**src/rtl/stopwatch_pkg.sv**
```systemverilog
// Shared stopwatch types and constants: FSM state encoding and the default
// 1 Hz prescaler division used by the control stage and its benches.
package stopwatch_pkg;

  typedef enum logic [1:0] {
    ST_IDLE    = 2'b00,
    ST_RUNNING = 2'b01,
    ST_PAUSED  = 2'b10,
    ST_ILLEGAL = 2'b11
  } state_e;

  localparam int unsigned TICK_DIV_DEFAULT    = 100_000_000;
  localparam int unsigned SYNC_STAGES_DEFAULT = 2;

endpackage

```
**src/rtl/btn_sync_edge.sv**
```systemverilog
// Multi-flop synchronizer for one asynchronous button level followed by a
// rising-edge detector producing a single-cycle press pulse.
module btn_sync_edge
  import stopwatch_pkg::*;
#(
  parameter int unsigned SYNC_STAGES = SYNC_STAGES_DEFAULT
) (
  input  logic clk,
  input  logic rst_n,
  input  logic btn_i,
  output logic press_o
);

  logic [SYNC_STAGES-1:0] sync_q;
  logic                   prev_q;

  always_ff @(posedge clk or negedge rst_n) begin
    if (!rst_n) begin
      sync_q <= '0;
      prev_q <= 1'b0;
    end else begin
      sync_q <= {sync_q[SYNC_STAGES-2:0], btn_i};
      prev_q <= sync_q[SYNC_STAGES-1];
    end
  end

  assign press_o = sync_q[SYNC_STAGES-1] & ~prev_q;

endmodule

```
**src/rtl/stopwatch_ctrl.sv**
```systemverilog
// Stopwatch control stage: button press detection, IDLE/RUNNING/PAUSED FSM
// and 1 Hz prescaler driving seconds_counter's enable and clear.
module stopwatch_ctrl
  import stopwatch_pkg::*;
#(
  parameter int unsigned TICK_DIV    = TICK_DIV_DEFAULT,
  parameter int unsigned SYNC_STAGES = SYNC_STAGES_DEFAULT
) (
  input  logic       clk,
  input  logic       rst_n,
  input  logic       start_btn,
  input  logic       stop_btn,
  input  logic       reset_btn,
  output logic       count_en,
  output logic       clear,
  output logic [1:0] state,
  output logic       running
);

  localparam int unsigned PW = (TICK_DIV > 1) ? $clog2(TICK_DIV) : 1;
  localparam logic [PW-1:0] PRESC_MAX = PW'(TICK_DIV - 1);

  logic start_p, stop_p, reset_p;

  btn_sync_edge #(.SYNC_STAGES(SYNC_STAGES)) u_start (
    .clk(clk), .rst_n(rst_n), .btn_i(start_btn), .press_o(start_p)
  );
  btn_sync_edge #(.SYNC_STAGES(SYNC_STAGES)) u_stop (
    .clk(clk), .rst_n(rst_n), .btn_i(stop_btn), .press_o(stop_p)
  );
  btn_sync_edge #(.SYNC_STAGES(SYNC_STAGES)) u_reset (
    .clk(clk), .rst_n(rst_n), .btn_i(reset_btn), .press_o(reset_p)
  );

  state_e        state_q;
  logic [PW-1:0] presc_q;
  logic          count_en_q;
  logic          clear_q;

  always_ff @(posedge clk or negedge rst_n) begin
    if (!rst_n) begin
      state_q    <= ST_IDLE;
      presc_q    <= '0;
      count_en_q <= 1'b0;
      clear_q    <= 1'b0;
    end else begin
      count_en_q <= 1'b0;
      clear_q    <= 1'b0;
      if (reset_p) begin
        state_q <= ST_IDLE;
        presc_q <= '0;
        clear_q <= 1'b1;
      end else begin
        case (state_q)
          ST_IDLE: begin
            if (start_p && !stop_p) begin
              state_q <= ST_RUNNING;
              presc_q <= '0;
            end
          end
          ST_RUNNING: begin
            // A stop freezes the prescaler so the partial second survives the pause
            if (stop_p) begin
              state_q <= ST_PAUSED;
            end else if (presc_q == PRESC_MAX) begin
              presc_q    <= '0;
              count_en_q <= 1'b1;
            end else begin
              presc_q <= presc_q + 1'b1;
            end
          end
          ST_PAUSED: begin
            if (start_p && !stop_p) begin
              state_q <= ST_RUNNING;
            end
          end
          default: begin
            state_q <= ST_IDLE;
            presc_q <= '0;
            clear_q <= 1'b1;
          end
        endcase
      end
    end
  end

  assign count_en = count_en_q;
  assign clear    = clear_q;
  assign state    = state_q;
  assign running  = (state_q == ST_RUNNING);

endmodule

```
**config.mk**
```make
export PLATFORM = sky130hd
export DESIGN_NAME = stopwatch_ctrl
export DESIGN_NICKNAME = d
export VERILOG_FILES = /design/src/rtl/stopwatch_pkg.sv /design/src/rtl/btn_sync_edge.sv /design/src/rtl/stopwatch_ctrl.sv
export SDC_FILE = /design/constraint.sdc
export NUM_CORES = 1
export LEC_CHECK = 0
export CAP_MARGIN = 20
export CELL_PAD_IN_SITES_DETAIL_PLACEMENT = 1
export CELL_PAD_IN_SITES_GLOBAL_PLACEMENT = 2
export CORE_ASPECT_RATIO = 0.6
export CORE_MARGIN = 2
export CORE_UTILIZATION = 34
export DETAILED_ROUTE_END_ITERATION = 16
export PLACE_DENSITY_LB_ADDON = 0.1
export SYNTH_ARGS = -nofsm -noshare
export SYNTH_HDL_FRONTEND = slang
export SYNTH_SLANG_ARGS = --single-unit
```
**constraint.sdc**
```tcl
create_clock -name clk -period 2 [get_ports clk]
set_clock_uncertainty 0.15 [all_clocks]
set_input_delay 0.3 -clock clk [delete_from_list [all_inputs] [get_ports clk]]
set_output_delay 0.3 -clock clk [all_outputs]
set_load 0.02 [all_outputs]
```
==> results of run 1 <==
[Yosys cell counts, types with 4 or more instances]
cell      number
or4_1          5
o31ai_1        4
nor2_1        23
nand2_1       26
a211oi_1       6
dfrtp_1       40
nand4_1        7
o21ai_0       13
a21oi_1        5
xnor2_1       12
nand2b_1       4
nand3_1       17
[through the flow]
step	setup WS (ns)	hold WS, ns	instances
2_1_floorplan	0.01693	-0.1456	212
3_5_place_dp	-0.03749	0.09644	333
5_1_grt	-0.01504	0.2233	344
3_3_place_gp	0.004571	0.08294	333
4_1_cts	0.02161	0.2046	344
6_report	0.04417	0.2044	344
[sequential cells by signal (all words and copies together) (netlist names)]
register        flops
count_en            1
u_reset.sync_q      2
u_stop.prev_q       1
clear               1
u_start.prev_q      1
u_stop.sync_q       2
u_reset.prev_q      1
u_start.sync_q      2
presc_q            27
state               2
[cell type report]
cell class | instances | area [µm²]
fillers | 655 | 2933
multi-input cells | 162 | 1077
flip-flops and latches | 40 | 1001
repair buffers | 52 | 462.9
well taps | 80 | 100.1
clock buffers | 7 | 86.33
clock inverters | 1 | 7.507
inverters | 2 | 7.507
[critical path, stage by stage, from the launching register on]
cell and delay [ns]:
dfrtp_1 0.37, ha_2 0.19, and3_4 0.22, nand2_4 0.05, or3_4 0.33, or4_4 0.42, a21oi_2 0.14
[power groups by stage]
stage               logic [mW]  registers (mW)  clock network (mW)
floorplan               0.0900           0.862                   0
global placement         0.225           0.853                   0
detailed placement       0.230           0.854                   0
CTS                      0.243           0.839               0.586
global route             0.272           0.842               0.635
finish                   0.252           0.839               0.576
[cells by family after synthesis]
family	share of synthesized area, %
AOI/OAI and AO/OA	14.63
xor gates and xnor gates	5.163
adders and majority gates	0.6145
buffers and inverters	2.581
DFF	49.17
and+or+nand+nor	27.84
[timing repair]
| action | 4_1_cts | 5_1_grt |
|---|---|---|
| resized for setup | 9 | 18 |
| hold endpoints to repair | 14 | 0 |
| setup buffers | 3 | 0 |
| setup endpoints to repair | 4 | 18 |
| pin swaps | 4 | 8 |
| hold buffers | 1 | 0 |
[metal layers]
| metal | routed length [µm] | vias to the layer above | track usage [%] |
|---|---|---|---|
| li1 | - | 872 | - |
| met1 | 3154 | 932 | 27.54 |
| met2 | 2648 | 18 | 31.09 |
| met3 | 159 | 2 | 5.204 |
| met4 | 12 | 0 | 2.534 |
| met5 | 0 | - | 0 |
[worst max path at each step]
stage                   start  depth (start not counted)  slack [ns]          end
3_3_place_gp      presc_q[17]                          5       0.005   presc_q[5]
4_1_cts        u_start.prev_q                          6        0.02  presc_q[15]
3_5_place_dp         state[1]                          6       -0.04  presc_q[26]
6_report           presc_q[0]                          6        0.04  presc_q[26]
5_1_grt            presc_q[1]                          6       -0.02  presc_q[26]
2_1_floorplan      presc_q[0]                          7        0.02  presc_q[26]
==> impl_metrics.tcl, run 1 <==
set metrics [dict create \
    status "finished clean" \
    slew_headroom_pct 73.14 \
    crit_path_start_kind "flop" \
    drive_above_1_share_pct 30.30 \
    synthArstFlopShare_pct 100.0 \
    path_class "reg2reg" \
    syn_to_final_growth_pct 34.73 \
    clk_pin_slew_worst_paths_ns 0.08 \
    power_mw 1.667 \
    crit_fanout 4 \
    mostFrequentLayoutCells "dfrtp_1, buf_4, nand2_1" \
    drv_cap 0 \
    tightestPinTransition_ns 0.4029 \
    nNetsFinal 269 \
    grt_use_total_pct 19.52 \
    cts_tree "yes" \
    gr-total-overflow 0 \
    r2r_slack_ns 0.04 \
    seq_power_share_pct 50.3 \
    regToRegEndpoint "presc_q[26]" \
    synth_nets 218 \
    route.detailed.drc 0 \
    core_area_um2 5675 \
    p_comb_share_pct 15.1 \
    end_kind "flop" \
    slew_viol_final 0 \
    avgSynthCellArea_um2 9.602 \
    worstHoldEndpoint "u_reset.sync_q[1]" \
    rsz0062_at_grt "true" \
    period_share_pct 97.79 \
    reg2reg_from "presc_q[0]" \
    routed-via-count 1824 \
    whs_path_depth 0 \
    power.internal_mw 1.211 \
    grt_pass1_wl_mm 9.977 \
    insertion_delay_ns 0.30 \
    hold_viol 0 \
    vdd_ir_drop_max_mv 0.2933 \
    grt_pass1_vias 1920 \
    cts-buffers-inserted 5 \
    max_freq_ghz 0.5113 \
    synthFlopType "dfrtp_1" \
    postLayoutCellArea_um2 2743 \
    cp_data_arrival_time_ns 2.03 \
    die_h_um 63.94 \
    start_util_pct 35.87 \
    first_pass_iters 4 \
    synth_top_area_share_pct 49.17 \
    port-buffer-count 9 \
    grt_max_degree 27 \
    ys_seq_area_share_pct 49.17 \
    clock-sinks 40 \
    final_common_cell "dfrtp_1" \
    yosysTopAreaCell "dfrtp_1" \
    final_antenna_net_count 0 \
    power_frac_clock_pct 34.6 \
    rows 21 \
    power.switching_uw 455.5 \
    synth.area.top_cells "dfrtp_1, xnor2_1, nand2_1, nor2_1, nand3_1" \
    totalWireLength_mm 5.975 \
    vias_per_cell 5.302 \
    cts_buffer_depth 2 \
    period_minus_slack_ns 1.956 \
    yosysWarningCount 0 \
    crit_required_ns 2.07 \
    fin_util_pct 48.32 \
    setup_violations 0 \
    synthesis.area_um2 2036 \
    powerDensity_nw_per_um2 607.7 \
    grt_antenna_before_repair 0 \
    ff2ff_path_depth 6 \
    synth_cells 212 \
    antenna_cells 0 \
    drtIter0Drc 69 \
    setup_tns_ns 0 \
    cts-root-buf "clkbuf_8" \
    leakage_nw 1.137 \
    wl_per_cell_um 17.37 \
    synth_edf_count 0 \
    ys_ff_latch 40 \
    dp_hpwl_mm 4.471 \
    ios 10 \
    die_w_um 103.9 \
    synth_cell_types 42 \
    die_area_um2 6643 \
    place_area_um2 2526 \
    min_path_type "reg2reg" \
    gp_congestion 0.8513 \
    htreeDepth 2 \
    hp-start "u_reset.sync_q[0]" \
    switching_share_pct 27.33 \
]
(Power assumes the default switching activity.)
==> inputs of run 2 (changes only) <==
CORE_MARGIN = default   (was 2)
==> run 2 against run 1 <==
Against the previous run: cell area up 1.1%; combinational power about the same; count of clock-buffer cells in the layout down 2; setup slack better by 0.0041 ns; hold slack better by 0.0031 ns; sequential share of layout area down 0.37 points; final cell count up 0.29%; register-to-register slack about the same; core utilization up 0.55 points; critical endpoint unchanged; largest cell class unchanged; largest power group unchanged.
==> impl_metrics.tcl, run 2 (same netlist as run 1, synthesis figures left out) <==
set metrics [dict create \
    status "finished clean" \
    multiInputGateArea_um2 1112 \
    die_w_um 101.9 \
    largest_reg_flops 27 \
    postLayoutCellArea_um2 2774 \
    vias_per_cell 5.238 \
    vdd_ir_drop_max_mv 0.3214 \
    nNetsFinal 270 \
    cts-buffers-inserted 5 \
    final_antenna_net_count 0 \
    rsz0062_at_grt "true" \
    die_area_um2 6311 \
    cp_top_family "simple AND/OR/NAND/NOR gates" \
    fillCellCount 652 \
    period_share_pct 97.59 \
    cp_cell_sequence "ha_2 > and3_4 > nand2_4 > or3_1 > or4_1 > a21oi_2" \
    first_pass_iters 4 \
    largest-register "presc_q" \
    period_minus_slack_ns 1.952 \
    htreeDepth 2 \
    cts-root-buf "clkbuf_8" \
    path_class "reg2reg" \
    rows 21 \
    cp_data_arrival_time_ns 2.04 \
    seqCellArea_um2 1002 \
    clock-sinks 40 \
    power_mw 1.658 \
    clk_pin_slew_worst_paths_ns 0.09 \
    drv_cap 0 \
    grt_pass1_vias 1793 \
    cts_buffer_depth 2 \
    powerDensity_nw_per_um2 597.8 \
    leakage_nw 1.128 \
    slowest_stage "or4_1" \
    drtIter0Drc 54 \
    ios 10 \
    mostFrequentLayoutCells "dfrtp_1, buf_4, nand2_1" \
    hold_viol 0 \
    routed-via-count 1807 \
    cp_num_buf_inv 0 \
    grt_use_total_pct 20.92 \
    min_path_type "reg2reg" \
    slew_viol_final 0 \
    die_h_um 61.94 \
    gp_congestion 0.7949 \
    start_util_pct 35.87 \
    crit_fanout 4 \
    gr-total-overflow 0 \
    dp_hpwl_mm 4.490 \
    slew_headroom_pct 65.02 \
    crit_path_start_kind "flop" \
    drive_above_1_share_pct 29.81 \
    wl_per_cell_um 17.24 \
    max_freq_ghz 0.5124 \
    syn_to_final_growth_pct 36.26 \
    slowest_delay_ns 0.42 \
    grt_max_degree 22 \
    tightestPinTransition_ns 0.5247 \
    cts_tree "yes" \
    antenna_cells 0 \
    place_area_um2 2521 \
    route.detailed.drc 0 \
    grt_pass1_wl_mm 9.666 \
    core_area_um2 5675 \
    grt_antenna_before_repair 0 \
    port-buffer-count 9 \
    crit_required_ns 2.09 \
    setup_violations 0 \
    totalWireLength_mm 5.948 \
    end_kind "flop" \
    insertion_delay_ns 0.31 \
]
[run 2: final timing paths]
kind                       slack (ns)  depth (start not counted)         startpoint           endpoint
max                              0.05                          6         presc_q[0]        presc_q[26]
min                              0.21                          0  u_reset.sync_q[0]  u_reset.sync_q[1]
max reg2reg                      0.05                          6         presc_q[0]        presc_q[26]
min reg2reg                      0.21                          0  u_reset.sync_q[0]  u_reset.sync_q[1]
max in group asynchronous        0.85                          3              rst_n        presc_q[10]
min in group asynchronous        0.35                          2              rst_n         presc_q[7]
[run 2: stage by stage]
step	TNS (ns)	setup slack [ns]	std cells	hold slack, ns	utilization (%)
final	0	0.04825	345	0.2076	48.88
after global routing	-0.2213	-0.04539	345	0.2185	48.88
after CTS	0	0.006986	343	0.2088	46.52
after detailed placement	-0.4782	-0.1545	334	0.1494	44.42
after global placement	0	0.03315	334	0.1403	44.42
after floorplan	0	0.01693	212	-0.1456	-
[run 2: layout make-up]
cell class,instances,share of cell area [%]
Multi-Input combinational cell,162,40.10
Sequential cell,40,36.13
Timing Repair Buffer,53,16.55
Tap cell,80,3.608
Clock buffer,5,2.481
Clock inverter,3,0.8570
Inverter,2,0.2706
[run 2: worst register-to-register path, cell delays in order (launching register included)]
cell and delay (ns):
dfrtp_1 0.36, ha_2 0.18, and3_4 0.22, nand2_4 0.07, or3_1 0.33, or4_1 0.43
a21oi_2 0.15
[run 2: per-layer routing]
layer  wire (µm)  GRT usage, %  up-vias  part of all wire (%)
li1            -             -      876                     -
met1        3203         31.21      910                    54
met2        2568         30.60       13                    43
met3         100         4.251        8                   1.7
met4          76         6.122        0                   1.3
met5           0             0        -                     0
[run 2: timing repair]
item                       CTS  global route
setup endpoints to repair   22            22
hold buffers                 1             0
cloned                       0             0
setup buffers                0             2
hold endpoints to repair    19             0
gates resized for setup      6            21
pin swaps                    0             7
[run 2: report_power, final]
group | leakage (nW) | total [mW] | internal (mW) | switching [mW]
combinational | 0.554 | 0.254 | 0.104 | 0.149
sequential | 0.534 | 0.839 | 0.826 | 0.0128
clock | 0.0404 | 0.566 | 0.247 | 0.318
